--- config.mk ---
export PLATFORM = sky130hd
export DESIGN_NAME = ccff_bitstream_loader_flat
export DESIGN_NICKNAME = d
export VERILOG_FILES = /design/src/rtl/ccff_bitstream_loader_pkg.sv /design/src/rtl/ccff_bitstream_loader_if.sv /design/src/rtl/ccff_bitstream_loader_crc16.sv /design/src/rtl/ccff_bitstream_loader.sv /design/src/flat_wrapper.sv
export SDC_FILE = /design/constraint.sdc
export NUM_CORES = 1
export LEC_CHECK = 0
export ABC_AREA = 1
export BUFFER_PORTS_ARGS = -buffer_cell sky130_fd_sc_hd__buf_2
export CORE_MARGIN = 3
export CORE_UTILIZATION = 29
export CTS_CLUSTER_DIAMETER = 200
export DETAILED_ROUTE_END_ITERATION = 6
export GPL_ROUTABILITY_DRIVEN = 0
export PLACE_DENSITY = 0.48
export SYNTH_ARGS = -nofsm -noshare
export SYNTH_HDL_FRONTEND = slang
export SYNTH_HIERARCHICAL = 1
export SYNTH_SLANG_ARGS = --single-unit
export TNS_END_PERCENT = 5
--- constraint.sdc ---
create_clock -name prog_clk -period 4.2 [get_ports prog_clk]
set_input_delay 0.42 -clock prog_clk [delete_from_list [all_inputs] [get_ports prog_clk]]
set_output_delay 0.42 -clock prog_clk [all_outputs]
set_load 0.005 [all_outputs]
--- src/rtl/ccff_bitstream_loader_pkg.sv ---
// ccff_pkg: shared states and CRC-16-CCITT helpers for the configuration-chain loader
package ccff_pkg;
  typedef enum logic [2:0] {IDLE, FETCH, SHIFT, FINISH, ROTATE} state_t;
  localparam logic [15:0] CRC16_POLY = 16'h1021;
  localparam logic [15:0] CRC16_INIT = 16'hFFFF;
  function automatic logic [15:0] crc16_step(input logic [15:0] crc, input logic b);
    return {crc[14:0], 1'b0} ^ ({16{crc[15] ^ b}} & CRC16_POLY);
  endfunction
endpackage

--- src/rtl/ccff_bitstream_loader_if.sv ---
// ccff_cfg_if: valid/ready bitstream word channel from the programming interface
interface ccff_cfg_if #(parameter int WORD_W = 32);
  logic [WORD_W-1:0] data;
  logic valid;
  logic ready;
  modport master(output data, valid, input ready);
  modport slave(input data, valid, output ready);
endinterface

--- src/rtl/ccff_bitstream_loader_crc16.sv ---
// ccff_crc16_serial: bit-serial CRC-16-CCITT accumulator with synchronous clear
module ccff_crc16_serial
  import ccff_pkg::*;
(
  input  logic        clk,
  input  logic        rst,
  input  logic        en,
  input  logic        clear,
  input  logic        din,
  output logic [15:0] crc
);
  always_ff @(posedge clk)
    if (rst || clear) crc <= CRC16_INIT;
    else if (en) crc <= crc16_step(crc, din);
endmodule

--- src/rtl/ccff_bitstream_loader.sv ---
// ccff_bitstream_loader: serializes bitstream words LSB-first into the CLB config chain.
// CCFF_READBACK_EN adds a rotate-back pass with CRC comparison of head vs tail streams.
module ccff_bitstream_loader
  import ccff_pkg::*;
#(
  parameter int WORD_W = 32,
  parameter int CHAIN_LEN = 1024,
  parameter int CNT_W = $clog2(CHAIN_LEN + 1)
) (
  input  logic      prog_clk,
  input  logic      prog_reset,
  input  logic      start,
  ccff_cfg_if.slave cfg,
  output logic      ccff_head,
  output logic      ccff_shift_en,
  input  logic      ccff_tail,
  output logic      busy,
  output logic      done,
  output logic      crc_ok
);
  localparam int WB_W = $clog2(WORD_W + 1);
  state_t state, nxt;
  logic [WORD_W-1:0] shreg;
  logic [CNT_W-1:0] bit_cnt, left;
  logic [WB_W-1:0] rem, take;
  logic head_q, shift_q, last, fin;
  assign left = CNT_W'(CHAIN_LEN) - bit_cnt;
  assign take = (int'(left) > WORD_W) ? WB_W'(WORD_W) : WB_W'(left);
  assign last = bit_cnt == CNT_W'(CHAIN_LEN - 1);
  assign busy = state != IDLE;
  assign cfg.ready = state == FETCH;
`ifdef CCFF_READBACK_EN
  logic [15:0] crc_h, crc_t;
  assign fin = state == ROTATE && last;
  assign ccff_head = state == ROTATE ? ccff_tail : head_q;
  assign ccff_shift_en = shift_q | (state == ROTATE);
  ccff_crc16_serial u_crc_h (
    .clk(prog_clk), .rst(prog_reset), .en(state == SHIFT), .clear(state == IDLE && start),
    .din(shreg[0]), .crc(crc_h)
  );
  ccff_crc16_serial u_crc_t (
    .clk(prog_clk), .rst(prog_reset), .en(state == ROTATE), .clear(state == IDLE && start),
    .din(ccff_tail), .crc(crc_t)
  );
  // the tail CRC register lags by the bit arriving on this final edge
  always_ff @(posedge prog_clk)
    if (prog_reset || (state == IDLE && start)) crc_ok <= 1'b0;
    else if (fin) crc_ok <= crc_h == crc16_step(crc_t, ccff_tail);
`else
  logic unused_tail;
  assign unused_tail = ccff_tail;
  assign fin = state == FINISH;
  assign ccff_head = head_q;
  assign ccff_shift_en = shift_q;
  assign crc_ok = 1'b0;
`endif
  always_ff @(posedge prog_clk) state <= prog_reset ? IDLE : nxt;
  always_comb begin
    nxt = state;
    unique case (state)
      IDLE:   nxt = start ? FETCH : IDLE;
      FETCH:  nxt = cfg.valid ? SHIFT : FETCH;
      SHIFT:  nxt = rem == WB_W'(1) ? (last ? FINISH : FETCH) : SHIFT;
`ifdef CCFF_READBACK_EN
      FINISH: nxt = ROTATE;
      ROTATE: nxt = last ? IDLE : ROTATE;
`else
      FINISH: nxt = IDLE;
`endif
      default: nxt = IDLE;
    endcase
  end
  always_ff @(posedge prog_clk)
    if (prog_reset) begin
      shreg <= '0;
      bit_cnt <= '0;
      rem <= '0;
      head_q <= 1'b0;
      shift_q <= 1'b0;
      done <= 1'b0;
    end else begin
      shift_q <= state == SHIFT;
      done <= fin;
      if (state == IDLE && start) bit_cnt <= '0;
      if (state == FETCH && cfg.valid) begin
        shreg <= cfg.data;
        rem <= take;
      end
      if (state == SHIFT) begin
        head_q <= shreg[0];
        shreg <= shreg >> 1;
        bit_cnt <= bit_cnt + CNT_W'(1);
        rem <= rem - WB_W'(1);
      end
`ifdef CCFF_READBACK_EN
      if (state == FINISH) bit_cnt <= '0;
      if (state == ROTATE) bit_cnt <= bit_cnt + CNT_W'(1);
`endif
    end
endmodule

--- src/flat_wrapper.sv ---
// flat-port wrapper written by rule: the top's interface ports become plain ports
module ccff_bitstream_loader_flat import ccff_pkg::*;
#(
  parameter int WORD_W = 32,
  parameter int CHAIN_LEN = 1024,
  parameter int CNT_W = $clog2(CHAIN_LEN + 1)
)
  (prog_clk, prog_reset, start, ccff_head, ccff_shift_en, ccff_tail, busy, done, crc_ok, cfg_data, cfg_valid, cfg_ready);
  ccff_cfg_if #(.WORD_W(WORD_W)) cfg_i ();
  input  logic prog_clk;
  input  logic prog_reset;
  input  logic start;
  output logic ccff_head;
  output logic ccff_shift_en;
  input  logic ccff_tail;
  output logic busy;
  output logic done;
  output logic crc_ok;
  input wire logic [$bits(cfg_i.data)-1:0] cfg_data;
  input wire logic [$bits(cfg_i.valid)-1:0] cfg_valid;
  output wire logic [$bits(cfg_i.ready)-1:0] cfg_ready;
  assign cfg_i.data = cfg_data;
  assign cfg_i.valid = cfg_valid;
  assign cfg_ready = cfg_i.ready;
  ccff_bitstream_loader #(.WORD_W(WORD_W), .CHAIN_LEN(CHAIN_LEN), .CNT_W(CNT_W)) u_core (.prog_clk(prog_clk), .prog_reset(prog_reset), .start(start), .cfg(cfg_i), .ccff_head(ccff_head), .ccff_shift_en(ccff_shift_en), .ccff_tail(ccff_tail), .busy(busy), .done(done), .crc_ok(crc_ok));
endmodule
; ---- Word level (Yosys, flattened, before mapping)
; Index checks and enable logic that the tools add are counted.
[totals]
reg_bits = 55
input_bits = 37
output_inout_bits = 6
elab_cells = 36
[op_classes]
add_sub_neg = 3
order_cmp = 1
eq_ne = 5
muxes = 12
n_reduce_logical = 7
[ops]
columns = op, n
row1 = 31-bit two-way mux, 2
row2 = 11-bit two-way mux, 2
row3 = 6-bit two-way mux, 3
row4 = 11-bit by 1-bit adder with 11-bit output (second input constant), 1
row5 = 11-bit by 10-bit equality test with 1-bit output (second input constant), 1
row6 = 11-bit by 6-bit > comparator with 1-bit output (second input constant), 1
row7 = 11-bit subtractor (first input constant), 1
row8 = 3-bit case mux with 3 select lines, 1
row9 = 3-bit by 2-bit equality test with 1-bit output (second input constant), 2
row10 = 6-bit by 1-bit equality test with 1-bit output (second input constant), 1
row11 = 6-bit by 1-bit subtractor with 6-bit output (second input constant), 1
row12 = 2-bit two-way mux, 2
row13 = 2-bit nonzero test, 2
row14 = 3-bit by 1-bit equality test with 1-bit output (second input constant), 1
row15 = 3-bit zero test, 1
row16 = 3-bit two-way mux, 1
row17 = 3-bit nonzero test, 1
row18 = 1-bit logical AND, 2
row19 = 2-bit OR reduction, 1
row20 = 1-bit two-way mux, 1

; ---- Logic depth before layout (Yosys ltp)
[depth]
ltp_word = 5
mapped_depth = 11
ltp_nobuf = 11

; ---- Worst setup path before layout
; Ideal clock, no wire load.
[synth_timing]
path_type = register to register
from = register u_core.bit_cnt[0]
to = register u_core.rem[3]
setup_time_ps = 66
arrival_ps = 1429
t_required_ps = 4134
path_slack_ps = 2705
stages_incl_launch_ff = 11
n_path_buf = 0
synth_period_minus_slack_ps = 1495
cell_sequence = dfxtp_1 > inv_1 > ha_1 > nand2_1 > nor2_2 > nand2_1 > nand2_2 > nand3_2 > nor2_4 > nand3_1 > a21oi_2
[synth_via]
elab_chain_cells = 5
[synth_lines]
columns = element, line_no
row1 = start: declaration, ccff_bitstream_loader.sv:24  ; logic [CNT_W-1:0] bit_cnt, left;
row2 = start signal: assignment, ccff_bitstream_loader.sv:92  ; bit_cnt <= bit_cnt + CNT_W'(1);
row3 = 11-bit subtractor (*), ccff_bitstream_loader.sv:27  ; assign left = CNT_W'(CHAIN_LEN) - bit_cnt;
row4 = 11-bit by 6-bit > comparator with 1-bit output, ccff_bitstream_loader.sv:28  ; assign take = (int'(left) > WORD_W) ? WB_W'(WORD_W) : WB_W'(left);
row5 = 6-bit two-way mux (*), ccff_bitstream_loader.sv:28
row6 = 6-bit two-way mux (*), ccff_bitstream_loader.sv:85  ; if (state == FETCH && cfg.valid) begin
row7 = 6-bit two-way mux (*), ccff_bitstream_loader.sv:89  ; if (state == SHIFT) begin
row8 = end signal: assignment, ccff_bitstream_loader.sv:87  ; rem <= take;
row9 = end signal: assignment, ccff_bitstream_loader.sv:93  ; rem <= rem - WB_W'(1);
row10 = end: declaration, ccff_bitstream_loader.sv:25  ; logic [WB_W-1:0] rem, take;
; Mark *: on every way between the ends. The rest lies on a longest branch, timed or not. The select of a mux whose other input is x is not followed.
; A chain may end at the register's enable or synchronous reset.

; ---- Worst setup path after layout
[layout_timing]
from = register u_core.state[0]
to = register u_core.shreg[13]
[layout_via]
elab_chain_cells = 3
elab_cells_between_ends = 5
[layout_lines]
columns = element, line_no
row1 = start: declaration, ccff_bitstream_loader.sv:22  ; state_t state, nxt;
row2 = start signal: assignment, ccff_bitstream_loader.sv:57  ; always_ff @(posedge prog_clk) state <= prog_reset ? IDLE : nxt;
row3 = 3-bit by 1-bit equality test with 1-bit output, ccff_bitstream_loader.sv:85
row4 = 1-bit logical AND, ccff_bitstream_loader.sv:85
row5 = 2-bit nonzero test (no source line), n/a
row6 = end signal: assignment, ccff_bitstream_loader.sv:86  ; shreg <= cfg.data;
row7 = end signal: assignment, ccff_bitstream_loader.sv:91  ; shreg <= shreg >> 1;
row8 = end: declaration, ccff_bitstream_loader.sv:23  ; logic [WORD_W-1:0] shreg;
; Several ways; a longest one is shown, not always the timed one.

==> reports/qor.csv <==
stage;metric;value;unit
cells_and_area;diode count;0;
critical_path;critical path required time;4.36;ns
timing;Final Cycle Share;52.60;%
floorplan;io pins;43;
floorplan;core area;9415;um^2
cells_and_area;Synth-to-Final Area Change;11.94;%
routing;Post-DRT Antenna Nets;0;
placed_design;Detailed Place HPWL;4659;um
cells_and_area;post-layout util;33.90;%
clocking;# hold bufs at CTS;0;
critical_path;crit-path max cell delay;0.61;ns
cells_and_area;Fillers;1045;
clocking;clk buf depth;2;
synth;syn nets;448;
synth;predominant post-synthesis flop cell;dfxtp_1;
floorplan;DIE WIDTH;105.2;um
critical_path;Slowest cell on crit path;inv_2;
critical_path;Critical Setup Path Class;register to register;
floorplan;die area;11060;um^2
global_routing;largest net degree at the start of global routing;69;
synth;Mapped Area;2851;um^2
global_routing;vias in the first global route;2478;
hold_path;Worst Hold Class;input pin to register;
clocking;htree depth;2;
clocking;Reg clk slew, reported paths;0.10;ns
floorplan;Die Height;105.2;um
synth;synth cell count leaders;nand2_1, dfxtp_1, o21ai_0;
timing;worst slew pin tran;0.8361;ns
global_routing;first-pass GRT wire length;11520;um
placed_design;number of port buffers;40;
routing;highest routed layer;met4;
synth;Avg Cell Area, Syn;7.006;um^2
synth;distinct cell type count after synthesis;35;
clocking;CTS Buf Count;5;
routing;vias per cell;4.819;
power;maximum VDD drop;0.2227;mV
synth;area leader, netlist;dfxtp_1;
critical_path;CP arrival;2.36;ns
floorplan;Initial Utilization;30.29;%
critical_path;reg2reg path depth;5;
timing;RSZ-0062 raised after global routing;false;
critical_path;worst-path maximum fanout;68;
placed_design;dpl cell area;3093;um^2
cells_and_area;Final nets;475;
routing;initial drt markers;105;
floorplan;num rows;35;
timing;Final Hold Viols;0;
critical_path;R2R Setup Slk;1.99;ns
timing;Final Max Tran Viols;0;
global_routing;initial antenna violation count;0;
cells_and_area;layout cells sized above 1;17.47;%
routing;DRT Pass-1 Iters;5;
cells_and_area;area of the multi-input gates;1519;um^2
routing;M1 wire length;3644;um
clocking;Post-CTS Resized;0;
timing;f_max;452.7;MHz
timing;Relative slew margins;44.18;%
global_routing;Tot GR Track Use;12.34;%
clocking;number of setup buffers added after CTS;0;
timing;Clock Skew;0.006004;ns
power;Leak Pwr;1.355;nW
run;MaxCap Viol Count;0;
critical_path;terminus of the critical flop-to-flop path;u_core/shreg[13]$_SDFFE_PP0P_;
routing;routed vias;2718;
routing;routed wl met3;271;um
hold_path;HP Start;cfg_data[18];
routing;wire per inst;12.32;um
clocking;clock latency on the worst-skew pair;0.30;ns
hold_path;Hold Path Depth;3;
run_status;status;finished, final reports clean;
synth;Syn. warnings;6;
synth;#FFs+latches synth;54;
timing;setup TNS;0;ns
clocking;CTS root buf;clkbuf_8;
cells_and_area;fin area;3192;um^2
critical_path;Crit. End Element;register;
timing;min Tclk post-route;2.209;ns
clocking;clk sink count;54;
synth;count leader, synth;nand2_1;
synth;share of the synthesized area in the top cell type;37.91;%
synth;top cells by area, synth;dfxtp_1, nand2_1, o21ai_0;
cells_and_area;register area;1081;um^2
synth;Synth async-reset ratio;0;%
synth;Post-synth EDFFs;0;
global_routing;gr ovfl total;0;
routing;drt drc;0;
critical_path;CP startpoint kind;register;
clocking;CTS tree;done;
power;Power Dens Cells;327.2;nW/um^2
routing;Met2 Wirelength;2994;um
routing;WL final;6948;um
synth;post-synthesis cell count;407;
synth;register area share after synthesis;37.91;%
hold_path;hold endpoint;u_core/shreg[18]$_SDFFE_PP0P_;
critical_path;R2R Path Start;u_core/state[0]$_SDFF_PP0_;
timing;Setup-failing EPs final;0;
critical_path;cells along the critical path;nor2_8 > inv_2 > nand2_4 > o21ai_0 > a31oi_1;
## power by group
part | switching (mW) | total, mW | internal (mW)
sequential | 0.0208 | 0.570 | 0.549
combinational | 0.101 | 0.158 | 0.0576
clock | 0.179 | 0.316 | 0.136
## flip-flops by register name, summed over array words and instances (netlist names)
signal                count
u_core/rem                6
u_core/bit_cnt           11
u_core/state              2
u_core/done               1
u_core/ccff_shift_en      1
u_core/ccff_head          1
u_core/shreg             32
## worst max path at each step
stage | start | endpoint | slack, ns
final | u_core/state[0]$_SDFF_PP0_ | u_core/shreg[13]$_SDFFE_PP0P_ | 1.99
after global routing | u_core/state[0]$_SDFF_PP0_ | u_core/shreg[13]$_SDFFE_PP0P_ | 1.69
after CTS | u_core/state[0]$_SDFF_PP0_ | u_core/rem[3]$_SDFFE_PP0P_ | 1.95
after detailed placement | u_core/state[0]$_SDFF_PP0_ | u_core/shreg[5]$_SDFFE_PP0P_ | 1.98
after global placement | u_core/state[0]$_SDFF_PP0_ | u_core/rem[1]$_SDFFE_PP0P_ | 1.95
after floorplan | u_core/bit_cnt[0]$_SDFFE_PP0P_ | u_core/rem[3]$_SDFFE_PP0P_ | 2.70
## cell families (layout without fill, tap and decap cells)
| logic type | Yosys count | after routing | share of synthesized area, % |
|---|---|---|---|
| AO/OA/AOI/OAI | 110 | 110 | 22.07 |
| adder cells (fa/ha/maj) | 4 | 4 | 1.755 |
| buffers and inverters | 53 | 81 | 8.819 |
| flip-flops | 54 | 54 | 37.91 |
| other | 1 | 1 | 0.1315 |
| AND/OR/NAND/NOR | 185 | 185 | 29.31 |
## cells in the final DEF (no fill, tap or decap), drive strengths merged, types with 3 or more instances in the layout
master | Yosys | final
nor3 | 5 | 5
a21oi | 20 | 20
nor2 | 36 | 36
inv | 30 | 31
nand2 | 123 | 123
o21ai | 47 | 47
buf | 14 | 42
clkbuf | 8 | 6
dfxtp | 54 | 54
ha | 4 | 4
nand3 | 19 | 19
o31ai | 3 | 3
a31oi | 32 | 32
## area by class of cell
type                    count  area share, %
multi-input cells         300          47.59
flip-flops and latches     54          33.87
repair buffers             42          6.742
well taps                 129          5.057
inverters                  31          3.646
clock buffers               6          2.587
clock inverters             2         0.5096
## worst max-delay path: cells and delay by family, from the launching register on
kind	cells	cell delay (ns)
buffers and inverters	1	0.61
AND/OR/NAND/NOR	2	0.58
flip-flops	1	0.47
AO/OA/AOI/OAI	2	0.38
## through the flow
step	cells	setup slack, ns	hold slack [ns]	total power [mW]
after global routing	564	1.692	0.3624	1.108
after global placement	556	1.949	0.4343	0.7404
after CTS	564	1.952	0.3590	1.062
after floorplan	407	2.705	0.4231	0.7016
after detailed placement	556	1.976	0.4422	0.7416
final	564	1.991	0.3682	1.044
## metal layers
metal | GRT usage (%) | up-vias
li1 | - | 1413
met1 | 17.47 | 1252
met2 | 19.52 | 49
met3 | 2.532 | 4
met4 | 2.249 | 0
met5 | 0 | -
No activity file was read; power rests on OpenSTA's default activity.
